`src/rtl/fetch_pkg.sv`:
```
// Shared types and constants for the instruction fetch stage.
package fetch_pkg;

  typedef enum logic [1:0] {
    S_IDLE,
    S_REQ,
    S_HOLD,
    S_ERR
  } fetch_state_e;

  localparam logic [1:0] ERR_NONE     = 2'b00;
  localparam logic [1:0] ERR_TIMEOUT  = 2'b01;
  localparam logic [1:0] ERR_MISALIGN = 2'b10;

  localparam int unsigned TIMEOUT_DEF = 255;

endpackage

```
`src/rtl/fetch_wdog.sv`:
```
// Wait-cycle watchdog for the fetch stage memory handshake.
module fetch_wdog
  import fetch_pkg::*;
#(
  parameter int unsigned TIMEOUT = TIMEOUT_DEF
) (
  input  logic clk,
  input  logic areset,
  input  logic clr,
  input  logic en,
  output logic expired
);

  localparam logic [7:0] LAST = 8'(TIMEOUT - 1);

  logic [7:0] cnt_q;
  logic [7:0] cnt_d;

  always_comb begin
    cnt_d = cnt_q;
    if (clr) begin
      cnt_d = '0;
    end else if (en) begin
      cnt_d = cnt_q + 8'd1;
    end
  end

  always_ff @(posedge clk) begin
    if (areset) begin
      cnt_q <= '0;
    end else begin
      cnt_q <= cnt_d;
    end
  end

  // Fires in the TIMEOUT-th enabled cycle
  assign expired = en & (cnt_q == LAST);

endmodule

```
`src/rtl/instr_fetch.sv`:
```
// Instruction fetch stage: PC -> imem req/ack -> decode valid/ready.
// Optional alignment check enabled by FETCH_ALIGN_CHECK_EN.
module instr_fetch
  import fetch_pkg::*;
#(
  parameter int unsigned ADDR_W  = 32,
  parameter int unsigned DATA_W  = 32,
  parameter int unsigned TIMEOUT = TIMEOUT_DEF
) (
  input  logic              clk,
  input  logic              areset,
  input  logic [ADDR_W-1:0] pc,
  output logic              pc_load,
  output logic              imem_req,
  output logic [ADDR_W-1:0] imem_addr,
  input  logic              imem_ack,
  input  logic [DATA_W-1:0] imem_rdata,
  output logic              instr_valid,
  input  logic              instr_ready,
  output logic [DATA_W-1:0] instr,
  output logic [ADDR_W-1:0] instr_pc,
  output logic              fetch_err,
  output logic [1:0]        err_code
);

  fetch_state_e      state_q, state_d;
  logic [1:0]        err_q, err_d;
  logic [DATA_W-1:0] instr_q, instr_d;
  logic [ADDR_W-1:0] ipc_q, ipc_d;

  logic wd_clr;
  logic wd_en;
  logic wd_exp;
  logic misalign;

`ifdef FETCH_ALIGN_CHECK_EN
  assign misalign = |pc[1:0];
`else
  assign misalign = 1'b0;
`endif

  fetch_wdog #(
    .TIMEOUT(TIMEOUT)
  ) u_wdog (
    .clk    (clk),
    .areset (areset),
    .clr    (wd_clr),
    .en     (wd_en),
    .expired(wd_exp)
  );

  always_comb begin
    state_d  = state_q;
    err_d    = err_q;
    instr_d  = instr_q;
    ipc_d    = ipc_q;
    imem_req = 1'b0;
    wd_en    = 1'b0;
    wd_clr   = 1'b0;
    unique case (state_q)
      S_IDLE: begin
        wd_clr  = 1'b1;
        state_d = S_REQ;
      end
      S_REQ: begin
        // Alignment fault outranks both ack and timeout
        if (misalign) begin
          err_d   = ERR_MISALIGN;
          state_d = S_ERR;
        end else begin
          imem_req = 1'b1;
          wd_en    = 1'b1;
          if (imem_ack) begin
            instr_d = imem_rdata;
            ipc_d   = pc;
            wd_clr  = 1'b1;
            state_d = S_HOLD;
          end else if (wd_exp) begin
            err_d   = ERR_TIMEOUT;
            state_d = S_ERR;
          end
        end
      end
      S_HOLD: begin
        wd_clr = 1'b1;
        if (instr_ready) begin
          state_d = S_REQ;
        end
      end
      S_ERR: begin
        wd_clr = 1'b1;
      end
      default: begin
        state_d = S_IDLE;
      end
    endcase
  end

  always_ff @(posedge clk) begin
    if (areset) begin
      state_q <= S_IDLE;
      err_q   <= ERR_NONE;
      instr_q <= '0;
      ipc_q   <= '0;
    end else begin
      state_q <= state_d;
      err_q   <= err_d;
      instr_q <= instr_d;
      ipc_q   <= ipc_d;
    end
  end

  // A reset cycle in HOLD must not advance the PC
  assign instr_valid = (state_q == S_HOLD) & ~areset;
  assign pc_load     = instr_valid & instr_ready;
  assign imem_addr   = pc;
  assign instr       = instr_q;
  assign instr_pc    = ipc_q;
  assign fetch_err   = (state_q == S_ERR);
  assign err_code    = err_q;

endmodule

```
`config.mk`:
```
export PLATFORM = sky130hd
export DESIGN_NAME = instr_fetch
export DESIGN_NICKNAME = d
export VERILOG_FILES = /design/src/rtl/fetch_pkg.sv /design/src/rtl/fetch_wdog.sv /design/src/rtl/instr_fetch.sv
export SDC_FILE = /design/constraint.sdc
export NUM_CORES = 1
export LEC_CHECK = 0
export CORE_AREA = 4 4 92 94
export CTS_CLUSTER_SIZE = 20
export DETAILED_ROUTE_END_ITERATION = 16
export DIE_AREA = 0 0 96 98
export PLACE_DENSITY = 0.92
export SLEW_MARGIN = 20
export SYNTH_ARGS = -nofsm -noshare
export SYNTH_HDL_FRONTEND = slang
export SYNTH_SLANG_ARGS = --single-unit
export TNS_END_PERCENT = 10
```
`constraint.sdc`:
```
create_clock -name clk -period 2.7 [get_ports clk]
set_input_delay 0.405 -clock clk [delete_from_list [all_inputs] [get_ports clk]]
set_output_delay 0.405 -clock clk [all_outputs]
set_load 0.02 [all_outputs]
```
== Word-level counts from Yosys, hierarchy flattened ==
Cells that the tools add are included.

* Register bits: 75
* Input bits: 68
* Output and inout bits: 102
* Logic and storage cells: 31

* $add $sub $neg: 1
* Eq/ne operators: 6
* Muxes and demuxes: 7
* Bitwise logic cells: 5
* Reductions and logical operators: 7

{| class="wikitable"
|+ Operator list
! operator !! number
|-
| $add 8x1->8 const B || 1
|-
| $eq 8x8->1 const B || 1
|-
| $mux 2 || 3
|-
| $pmux 2 s3 || 1
|-
| $reduce_and 3->1 || 2
|-
| $eq 2x2->1 const B || 2
|-
| $and 1x1->1 || 3
|-
| $ne 3x2->1 const B || 1
|-
| $reduce_bool 3->1 || 1
|-
| $reduce_or 3->1 || 1
|-
| $eq 2x1->1 const B || 1
|-
| $logic_not 2->1 || 1
|-
| $mux 1 || 2
|-
| $ne 2x2->1 const B || 1
|-
| $not 1->1 || 2
|-
| $pmux 1 s2 || 1
|-
| $reduce_and 2->1 || 1
|-
| $reduce_or 2->1 || 1
|}

== Depth between registers and ports, before layout ==
* Depth after elaboration: 6
* Gate-level depth with buffers: 6
* Mapped depth without buffers: 5

== Cells and area by module ==
A second synthesis with hierarchy kept.

* Cells, all modules: 373
* Area, all modules: 3070.4 um2

{| class="wikitable"
|+ Modules (own cells, without submodules)
! module !! times used !! cells an instance !! area an instance (um2) !! seq. area each (um2)
|-
| instr_fetch || 1 || 331 || 2692.6 || 1341.3
|-
| fetch_wdog || 1 || 42 || 377.9 || 160.2
|}

== Least setup slack after synthesis ==
OpenSTA, ideal clock, no wires.

* Path type: register to output
* Start: reg state_q[1]
* End: out pc_load
* Data arrival time: 1.450 ns
* Data required time: 2.295 ns
* Slack: 0.845 ns
* Stages on the path, launching flop included: 4
* Buffers on the path: 1
* Cell sequence: dfxtp_1 > clkbuf_1 > nor3b_1 > and2_1

* Longest elaborated chain between the ends: 3

{| class="wikitable"
|+ RTL lines
! item !! RTL line !! text
|-
| start, declared || instr_fetch.sv:26 || <nowiki>fetch_state_e state_q, state_d;</nowiki>
|-
| start signal, assigned || instr_fetch.sv:106 || <nowiki>state_q <= state_d;</nowiki>
|-
| $eq 2x2->1 || instr_fetch.sv:114 || <nowiki>assign instr_valid = (state_q == S_HOLD) & ~areset;</nowiki>
|-
| $and 1x1->1 || instr_fetch.sv:114 ||
|-
| named net instr_valid || instr_fetch.sv:18 || <nowiki>output logic instr_valid,</nowiki>
|-
| $and 1x1->1 || instr_fetch.sv:115 || <nowiki>assign pc_load = instr_valid & instr_ready;</nowiki>
|-
| end, declared || instr_fetch.sv:13 || <nowiki>output logic pc_load,</nowiki>
|}

The timed path passes the listed nets, and every way through them passes these cells.

== Final worst setup path ==
* Start: reg state_q[1]
* End: out pc_load

* Longest elaborated chain between the ends: 3

{| class="wikitable"
|+ RTL lines
! item !! RTL line
|-
| $eq 2x2->1 || instr_fetch.sv:114
|-
| $and 1x1->1 || instr_fetch.sv:114
|-
| $and 1x1->1 || instr_fetch.sv:115
|}

No other way between the ends.

==> impl_metrics.py <==
metrics = {
    "status": {
        "status": "finished, final reports clean",
    },
    "place": {
        "pre_cts_slack_ns": 0.634,
        "routabilityCongestion": 0.739,
        "dp_hpwl_um": 6140,
        "placed_cell_area_um2": 4470,
        "portBuffers": 168,
    },
    "detailed_routing": {
        "ant_nets": 0,
        "drt_wl_total_um": 8060,
        "via_per_inst": 4.67,
        "drt_iter0_markers": 54,
        "vias": 2835,
        "drc": 0,
        "first_pass_iters": 4,
        "wl_per_cell_um": 13.3,
    },
    "logic_synthesis": {
        "ys.flop_type": "dfxtp_1",
        "syn_nets": 444,
        "syn_area_um2": 2980,
        "netlist_instances": 374,
        "async_flop_share": 0,
        "synth_edf_count": 0,
        "ys_ff_latch": 75,
        "synth_cell_type_count": 27,
        "yosysWarnings": 0,
        "avgSynthCellArea_um2": 7.97,
        "yosysSeqAreaShare": 0.504,
    },
    "timing": {
        "fin_tns_setup_ns": 0,
        "fin_crit_sh": 0.840,
        "max_slew_margin": 0.527,
        "setup_viol": 0,
        "fin_ws_ns": 0.431,
        "hold_viol": 0,
        "worst_slew_pin_slew_ns": 0.710,
        "max_freq_ghz": 0.441,
        "fin_skew_ns": 0.00867,
        "rsz0062_at_grt": "no",
        "final-max-slew-violation-count": 0,
        "period_needed_ns": 2.27,
    },
    "hold_path": {
        "whs_path_depth": 2,
        "hold_path_class": "reg2reg",
    },
    "clocking": {
        "insertion_delay_ns": 0.33,
        "root_buffer": "clkbuf_8",
        "cts_setup_buffers": 0,
        "clock_path_buffers": 2,
        "postCtsHoldBufs": 0,
        "path_clk_slew_ns": 0.08,
        "cts_buffers": 9,
        "htree_levels": 3,
        "ctsResizeCount": 0,
        "clkSinkCount": 75,
        "cts_tree": "built",
    },
    "grt": {
        "antenna_found_initial": 0,
        "grt_max_degree": 69,
        "first_global_vias": 2769,
        "grt_usage": 0.170,
        "grt_pass1_wl_um": 12800,
        "gr-total-overflow": 0,
    },
    "die": {
        "die-area_um2": 9410,
        "row_count": 32,
        "core_um2": 7650,
        "initial_utilization": 0.390,
        "boundaryPins": 170,
        "die_w_um": 96,
        "chipHeight_um": 98,
    },
    "finish": {
        "antenna_cells": 0,
        "final_area_um2": 4730,
        "drive_gt1_frac": 0.0495,
        "multi_input_area_um2": 1100,
        "seqCellArea_um2": 1500,
        "fillers": 661,
        "finish.utilization": 0.618,
        "layout.nets": 570,
        "area_growth_pct": 58.6,
    },
    "setup_path": {
        "rr_worst_depth": 3,
        "cp_max_fo": 11,
        "slowest_stage": "clkdlybuf4s50_1",
        "cp_cell_sequence": "nor3b_1 > and2_1 > clkdlybuf4s50_1",
        "critPathCaptureType": "primary output",
        "cp.required_ns": 2.30,
        "critPathLaunchType": "register",
        "slowest_delay_ns": 0.60,
        "worstPathArrival_ns": 1.86,
        "crit_type": "reg2out",
    },
    "pwr": {
        "power_leakage_nw": 1.71,
        "powerDensity_nw_per_um2": 576,
        "total_power_w": 0.00272,
        "vdd_drop_max_uv": 346,
    },
    "flow_run": {
        "drv_cap": 0,
    },
}
[critical path, delay by kind of cell, from the launching register on]
family	cells	cell delay [ns]
buffers and inverters	1	0.60
DFF	1	0.49
and+or+nand+nor	2	0.44
[layout make-up]
class | count | share of cell area
Timing Repair Buffer | 172 | 0.364
Sequential cell | 75 | 0.318
Multi-Input combinational cell | 237 | 0.232
Clock buffer | 12 | 0.0349
Tap cell | 102 | 0.0270
Clock inverter | 4 | 0.0201
Inverter | 5 | 0.00397
[through the flow]
| stage | cells | hold WS, ns |
|---|---|---|
| 4_1_cts | 607 | 0.456 |
| 6_report | 607 | 0.454 |
| 3_3_place_gp | 591 | 0.441 |
| 2_1_floorplan | 374 | 0.441 |
| 5_1_grt | 607 | 0.478 |
| 3_5_place_dp | 591 | 0.447 |
[worst paths after layout]
check	from	to	slack [ns]
worst max-delay path	state_q[1]$_SDFFE_PP0P_	pc_load	0.43
worst max register to register	state_q[0]$_SDFFE_PP0P_	state_q[1]$_SDFFE_PP0P_	1.15
worst min register to register	instr_pc[19]$_SDFFE_PP0P_	instr_pc[19]$_SDFFE_PP0P_	0.45
worst min-delay path	instr_pc[19]$_SDFFE_PP0P_	instr_pc[19]$_SDFFE_PP0P_	0.45
[placed cells by master (no fill, tap or decap), drive strengths merged, types with 2 or more instances in the layout]
cell / netlist / layout
o21ai: 3 / 3
bufinv: 0 / 3
o31ai: 2 / 2
inv: 5 / 5
clkbuf: 10 / 12
nor2: 6 / 6
or3: 3 / 3
clkdlybuf4s50: 0 / 167
buf: 47 / 5
and2: 2 / 2
nand3b: 3 / 3
ha: 2 / 2
a211oi: 2 / 2
or4: 3 / 3
a21oi: 70 / 70
dfxtp: 75 / 75
nand2: 133 / 133
[cell families (layout without fill, tap and decap cells)]
| group | after synthesis | after routing | share of synthesized area |
|---|---|---|---|
| AND/OR/NAND/NOR | 155 | 155 | 0.219 |
| buffers and inverters | 62 | 193 | 0.128 |
| flip-flops | 75 | 75 | 0.504 |
| other | 1 | 1 | 0.00126 |
| XOR/XNOR | 1 | 1 | 0.00294 |
| AO/OA/AOI/OAI | 78 | 78 | 0.136 |
| adder cells (fa/ha/maj) | 2 | 2 | 0.00840 |
[Yosys cell counts, types with 3 or more instances]
master | number | share of area
nand2_1 | 133 | 0.17
dfxtp_1 | 75 | 0.50
a21oi_1 | 70 | 0.12
buf_4 | 33 | 0.083
buf_2 | 13 | 0.022
clkbuf_1 | 10 | 0.013
nor2_1 | 6 | 0.0076
inv_1 | 5 | 0.0063
nand3b_1 | 3 | 0.0076
o21ai_0 | 3 | 0.0050
or3_1 | 3 | 0.0063
[registers in the layout (all words and copies together) (netlist names)]
| signal | cells |
|---|---|
| err_code | 1 |
| instr | 32 |
| instr_pc | 32 |
| state_q | 2 |
| u_wdog.cnt_q | 8 |
[where the power goes]
group,internal [W],switching (W)
sequential,0.00115,0.0000287
clock,0.000689,0.000377
combinational,0.000243,0.000229
[routing by layer]
layer	vias to the layer above	share of wire	routed length [um]	track usage
li1	1425	-	-	-
met1	1280	0.37	2970	0.173
met2	117	0.50	4060	0.304
met3	13	0.11	896	0.0801
met4	0	0.016	131	0.0481
met5	-	0	0	0
Note: power is estimated with default switching activity, not from simulation.
